[config.mk]
export PLATFORM = sky130hd
export DESIGN_NAME = core
export DESIGN_NICKNAME = d
export VERILOG_FILES = /design/src/rtl/core.sv
export SDC_FILE = /design/constraint.sdc
export NUM_CORES = 1
export LEC_CHECK = 0
export ABC_CLOCK_PERIOD_IN_PS = 12700
export CORE_AREA = 5 5 113 115
export DETAILED_ROUTE_END_ITERATION = 16
export DIE_AREA = 0 0 118 120
export PLACE_DENSITY = 0.87
export RECOVER_POWER = 50
export SYNTH_ARGS = -nofsm -noshare
export SYNTH_HDL_FRONTEND = slang
export SYNTH_SLANG_ARGS = --single-unit
export TNS_END_PERCENT = 1
[constraint.sdc]
create_clock -name CLK -period 12.7 [get_ports CLK]
set_input_delay 1.905 -clock CLK [delete_from_list [all_inputs] [get_ports CLK]]
set_output_delay 1.905 -clock CLK [all_outputs]
set_load 0.05 [all_outputs]
[src/rtl/core.sv]
// rtl/core.sv - 8-bit single-cycle core: 8-register bank, ALU with Z/C/N/V flags, PC with conditional branch.
// Register reads, ALU and branch decision are combinational from current state; all state updates on CLK.
module core (
   output logic [7:0] Addr,
   output logic [7:0] FLAGS,
   output logic [7:0] R0,
   output logic [7:0] R1,
   output logic [7:0] R2,
   output logic [7:0] R3,
   output logic [7:0] R4,
   output logic [7:0] R5,
   output logic [7:0] R6,
   output logic [7:0] R7,
   input  logic       MEM_INST,
   input  logic       ALU_INST,
   input  logic       JMP_INST,
   input  logic       MS1,
   input  logic       MS0,
   input  logic       IRS,
   input  logic       TR2,
   input  logic       TR1,
   input  logic       TR0,
   input  logic       AR2,
   input  logic       AR1,
   input  logic       AR0,
   input  logic       BS2,
   input  logic       BS1,
   input  logic       BS0,
   input  logic [3:0] OP,
   input  logic [7:0] IMM,
   input  logic       CLK,
   input  logic       RST
);

   logic [7:0] regs_q [8];
   logic [7:0] flags_q, flags_d;
   logic [7:0] addr_q, addr_d;

   logic [2:0] tr, ar, bs;
   logic [7:0] op_a, op_b;
   logic [7:0] res;
   logic       c_out, v_out;
   logic [8:0] wide;
   logic [7:0] wr_data;
   logic       take;
   logic       cin;

   assign tr   = {TR2, TR1, TR0};
   assign ar   = {AR2, AR1, AR0};
   assign bs   = {BS2, BS1, BS0};
   assign op_a = regs_q[ar];
   assign op_b = IRS ? IMM : regs_q[bs];
   assign cin  = flags_q[1];

   // Subtractions use a 9-bit difference so bit 8 is the borrow.
   always_comb begin
      wide  = 9'd0;
      res   = 8'h00;
      c_out = 1'b0;
      v_out = 1'b0;
      case (OP)
         4'h0: begin
            wide  = {1'b0, op_a} + {1'b0, op_b};
            res   = wide[7:0];
            c_out = wide[8];
            v_out = (op_a[7] == op_b[7]) && (res[7] != op_a[7]);
         end
         4'h1: begin
            wide  = {1'b0, op_a} + {1'b0, op_b} + {8'h00, cin};
            res   = wide[7:0];
            c_out = wide[8];
            v_out = (op_a[7] == op_b[7]) && (res[7] != op_a[7]);
         end
         4'h2: begin
            wide  = {1'b0, op_a} + 9'd1;
            res   = wide[7:0];
            c_out = wide[8];
         end
         4'h3: begin
            wide  = {1'b0, op_a} - 9'd1;
            res   = wide[7:0];
            c_out = wide[8];
         end
         4'h4: res = op_a & op_b;
         4'h5: res = op_a | op_b;
         4'h6: res = op_a ^ op_b;
         4'h7: res = op_b;
         4'h8: begin
            wide  = {1'b0, op_a} - {1'b0, op_b};
            res   = wide[7:0];
            c_out = wide[8];
            v_out = (op_a[7] != op_b[7]) && (res[7] != op_a[7]);
         end
         4'h9: begin
            wide  = {1'b0, op_a} - {1'b0, op_b} - {8'h00, cin};
            res   = wide[7:0];
            c_out = wide[8];
            v_out = (op_a[7] != op_b[7]) && (res[7] != op_a[7]);
         end
         4'hA: res = ~op_a;
         4'hB: begin
            wide  = 9'd0 - {1'b0, op_a};
            res   = wide[7:0];
            c_out = wide[8];
            v_out = (op_a == 8'h80);
         end
         4'hC: begin
            res   = {op_a[6:0], 1'b0};
            c_out = op_a[7];
         end
         4'hD: begin
            res   = {1'b0, op_a[7:1]};
            c_out = op_a[0];
         end
         4'hE: begin
            res   = {op_a[6:0], op_a[7]};
            c_out = op_a[7];
         end
         default: begin
            res   = {op_a[0], op_a[7:1]};
            c_out = op_a[0];
         end
      endcase
   end

   always_comb begin
      wr_data = 8'h00;
      case ({MS1, MS0})
         2'b00:   wr_data = res;
         2'b01:   wr_data = op_a;
         2'b10:   wr_data = IMM;
         default: wr_data = 8'h00;
      endcase
   end

   always_comb begin
      take = 1'b0;
      case (OP)
         4'h1:    take = flags_q[0];
         4'h2:    take = ~flags_q[0];
         4'h3:    take = ~flags_q[1];
         4'h4:    take = flags_q[1];
         4'h5:    take = flags_q[2];
         4'h6:    take = flags_q[3];
         4'h7:    take = 1'b1;
         default: take = 1'b0;
      endcase
   end

   always_comb begin
      addr_d = addr_q + 8'd1;
      if (JMP_INST && take) begin
         addr_d = IRS ? IMM : op_a;
      end
      flags_d = flags_q;
      if (ALU_INST) begin
         flags_d = {4'b0000, v_out, res[7], c_out, (res == 8'h00)};
      end
   end

   always_ff @(posedge CLK or posedge RST) begin
      if (RST) begin
         addr_q  <= 8'h00;
         flags_q <= 8'h00;
         for (int i = 0; i < 8; i++) begin
            regs_q[i] <= 8'h00;
         end
      end else begin
         addr_q  <= addr_d;
         flags_q <= flags_d;
         if (MEM_INST) begin
            regs_q[tr] <= wr_data;
         end
      end
   end

   assign Addr  = addr_q;
   assign FLAGS = flags_q;
   assign R0    = regs_q[0];
   assign R1    = regs_q[1];
   assign R2    = regs_q[2];
   assign R3    = regs_q[3];
   assign R4    = regs_q[4];
   assign R5    = regs_q[5];
   assign R6    = regs_q[6];
   assign R7    = regs_q[7];

endmodule

==> summary.md <==
| Metric | Value |
|---|---|
| Status | finished, violations left |
| Violated checks | capacitance limit, slew limit |
| GPL Wtd Cong | 1.02 |
| Area of the die | about 14000 um^2 |
| Post-route clock period utilization | 0.587 |
| Cells after Synth | around 790 |
| Seq cells post-synth | 76 |
| N_diodes | 0 |
| Die Y | ~120 um |
| H-tree depth | 3 |
| Clock sinks | between 70 and 80 |
| Routed length per instance | about 24 um |
| Clock buffer depth | 2 |
| Startpoint Class | input pin |
| Clk pin slew, worst setup/hold paths | 0.07 ns |
| WP data arrival | approximately 7.6 ns |
| Clock group share of total power | 0.180 |
| Crit Reg-Reg Startpoint | R1[0]$_DFFE_PP0P_ |
| Util after Layout | 0.706 |
| IO Port Bufs | 104 |
| Multi-input logic area | around 4600 um^2 |
| Syn_area_per_cell | around 8.7 um^2 |
| Total CTS buffers | 9 |
| Final Max Slew Viols | 77 |
| Hold Crit Class | reg2reg |
| DRC errors left | 0 |
| Total track usage | 0.338 |
| Congestion Overflow GR | 0 |
| Vias in the first global route | 7110 |
| Post-CTS Resized | 0 |
| Slew headroom | -1.74 |
| Num rows | 40 |
| Psw | 0.000841 W |
| Leakage power total | approximately 3.4 nW |
| Layout cells sized above 1 | 0.0925 |
| Post-DP HPWL | 16.8 mm |
| EDFF count, synth | 0 |
| Critical path endpoint category | register |
| Slew @ Worst Pin | a little over 4 ns |
| CP dominant cell by count | nor3_1 |
| First-pass GRT wire length | 38.3 mm |
| Worst Hold Endpoint | Addr[0]$_DFF_PP0_ |
| WL final | roughly 24 mm |
| RR Endpoint | R1[4]$_DFFE_PP0P_ |
| CP cell instances | clkdlybuf4s50_1 -> mux4_2 -> mux2_2 -> o21ai_0 -> inv_1 -> ha_1 -> fa_1 -> nor3_1 -> nor3_1 -> xnor2_1 -> a32o_1 -> a211o_1 -> or4b_1 -> o311a_1 -> a21oi_2 -> a21oi_1 |
| Setup violations, final | 0 |
| Fin nets | roughly 930 |
| Initial DRC count | about 970 |
| Antenna Nets Post-Route | 0 |
| Min-delay src | Addr[0]$_DFF_PP0_ |
| Setup TNS | 0 ns |
| Post-synthesis sequential area ratio | 0.279 |
| Num ports | about 110 |
| Crit path max fanout | 16 |
| Cell area after synthesis | between 6000 and 7000 um^2 |
| Max frequency | between 100 and 150 MHz |
| Worst Hold Path Cells | 1 |
| Clock Latency Late Sink | approximately 0.35 ns |
| Internal | 0.000861 W |
| Clk_skew | between 0.009 and 0.01 ns |
| Pwr Density | between 200 and 250 nW/um^2 |
| Max Cap Viol | 1 |
| Net Sw Frac | 0.494 |
| Drt via density | around 7.0 |
| DR pass1 iterations | 7 |
| Slowest-stage cell, CP | clkdlybuf4s50_1 |
| Register Area | ~1900 um^2 |
| Area growth syn-to-layout | 21.3% |
| Flop2flop setup slack | around 7.6 ns |
| CP peak stage delay | 1.13 ns |
| CTS root buf | clkbuf_16 |
| Combinational power share | 0.590 |
| Core ar. | about 12000 um^2 |
| Initial Util | 0.582 |
| WP data required | ~13 ns |
| Via count | 7144 |
| Fin crit period | roughly 7.4 ns |
| Cts hold-fix bufs | 0 |
| VDD IR max | roughly 170 uV |
| Worst R2R Path Depth | 15 |
| Top_reg_cell synth | dfrtp_1 |
| CTS tree | built |
| Final Hold Vio Count | 0 |
| # Post-CTS Setup Buffers | 0 |
| Largest net degree at the start of global routing | between 70 and 80 |
| Asr flop ratio synth | 1.00 |
| Synth warn | 0 |
| Die Width | between 100 and 150 um |
| Initial antenna violation count | 0 |
| Fill count | approximately 880 |
| Unrepaired setup endpoints after global routing | no |
| Reg power frac | 0.230 |
| Crit Path Category | in2reg |
| Post-synth cell types | 76 |
==> cells in the final DEF, fill, tap and decap left out, types with 7 or more instances in the layout <==
cell type        instances
dfrtp_1                 76
xnor2_1                 32
clkdlybuf4s50_1         65
inv_1                   24
nand3_1                 28
o21ai_0                 56
and3_1                   9
nand2b_1                11
mux2_2                  11
nor3b_1                  8
mux4_2                  25
nand4_1                  8
clkbuf_16                9
ha_1                    31
buf_4                    9
a21oi_1                 68
nor3_1                  18
nor2b_1                  9
a211oi_1                13
and2_1                   7
mux2i_1                 29
dlygate4sd3_1           39
nand2_1                 66
a22oi_1                 11
o22ai_1                 10
xor2_1                   7
nor2_1                  70
==> Yosys cell counts, types with 6 or more instances <==
| master | number | area share |
|---|---|---|
| ha_1 | 31 | 0.057 |
| mux2i_1 | 29 | 0.043 |
| clkbuf_1 | 26 | 0.014 |
| mux2_2 | 11 | 0.018 |
| o21ai_0 | 56 | 0.041 |
| nand4_1 | 8 | 0.0073 |
| nor2b_1 | 9 | 0.0083 |
| and2_1 | 7 | 0.0064 |
| xor2_1 | 7 | 0.0090 |
| a211oi_1 | 13 | 0.014 |
| dfrtp_1 | 76 | 0.28 |
| mux4_2 | 25 | 0.083 |
| a21oi_1 | 68 | 0.050 |
| o21ai_1 | 6 | 0.0044 |
| inv_1 | 25 | 0.014 |
| xnor2_1 | 32 | 0.041 |
| nor3b_1 | 9 | 0.0099 |
| buf_4 | 7 | 0.0077 |
| and3_1 | 9 | 0.0083 |
| nor3_1 | 20 | 0.015 |
| nor2_1 | 70 | 0.039 |
| a22oi_1 | 11 | 0.012 |
| nand2_1 | 66 | 0.036 |
| nand3_1 | 28 | 0.021 |
| o22ai_1 | 10 | 0.0092 |
| o211ai_1 | 6 | 0.0066 |
| nand2b_1 | 11 | 0.010 |
| a21o_1 | 6 | 0.0066 |
| o21a_1 | 6 | 0.0066 |
| nor4_1 | 6 | 0.0055 |
==> per-stage QoR <==
step	std cells	power, W	area [um^2]	setup slack (ns)	hold slack, ns
floorplan	790	0.00108	6820	6.24	0.768
detailed placement	1007	0.00137	7920	5.06	0.509
finish	1023	0.00170	8270	5.25	0.514
CTS	1023	0.00169	8270	5.37	0.517
global placement	1007	0.00136	7920	5.22	0.506
global route	1023	0.00177	8270	4.86	0.534
==> how the worst max path moves through the flow <==
stage          startpoint           endpoint  slack (ns)  depth (start not counted)
5_1_grt               BS1  R6[5]$_DFFE_PP0P_        4.86                         16
4_1_cts               BS1  R6[5]$_DFFE_PP0P_        5.37                         16
6_report              BS1  R1[4]$_DFFE_PP0P_        5.25                         16
3_3_place_gp          BS1  R1[4]$_DFFE_PP0P_        5.22                         16
3_5_place_dp          BS1  R6[5]$_DFFE_PP0P_        5.06                         16
2_1_floorplan         BS0  R2[4]$_DFFE_PP0P_        6.24                         17
==> per-layer routing <==
metal | global-route usage | routed length, um | up-vias
met3 | 0.0669 | 2530 | 121
met5 | 0 | 0 | -
met1 | 0.423 | 8970 | 3353
met4 | 0.206 | 1340 | 0
li1 | - | - | 3086
met2 | 0.538 | 11400 | 584
==> flip-flops by register name (all words and copies together) (netlist names) <==
register  flops
R3            8
R6            8
R4            8
R2            8
R5            8
R1            8
Addr          8
FLAGS         4
R7            8
R0            8
==> final cells by class <==
type | instances | share of cell area
Multi-Input combinational cell | 637 | 0.556
Sequential cell | 76 | 0.230
Timing Repair Buffer | 114 | 0.135
Clock buffer | 9 | 0.0272
Tap cell | 147 | 0.0222
Clock inverter | 7 | 0.0150
Inverter | 33 | 0.0150
==> worst max-delay path, delay by kind of cell <==
kind / cells / cell delay, ns
compound gates: 6 / 1.76
xor+xnor: 1 / 0.21
fa+ha+maj: 2 / 0.67
buf+inv: 2 / 1.26
mux: 2 / 0.87
simple gates: 3 / 0.94
==> cells by family (layout without fill, tap and decap cells) <==
kind of cell,after synthesis,after routing,share of synthesized area
flip-flops,76,76,0.279
multiplexers,70,70,0.159
adder cells (fa/ha/maj),33,33,0.0628
XOR/XNOR,39,39,0.0501
buffers and inverters,77,163,0.0511
other,1,4,0.000550
AND/OR/NAND/NOR,264,264,0.190
AO/OA/AOI/OAI,227,227,0.208
==> power groups by stage <==
stage / Combinational [W] / Sequential, W / Clock [W]
after global routing: 0.00106 / 0.000397 / 0.000313
after CTS: 0.00100 / 0.000386 / 0.000303
after detailed placement: 0.000987 / 0.000386 / 0
after floorplan: 0.000489 / 0.000594 / 0
final: 0.00100 / 0.000391 / 0.000306
after global placement: 0.000973 / 0.000383 / 0
Note: power is estimated with default switching activity, not from simulation.
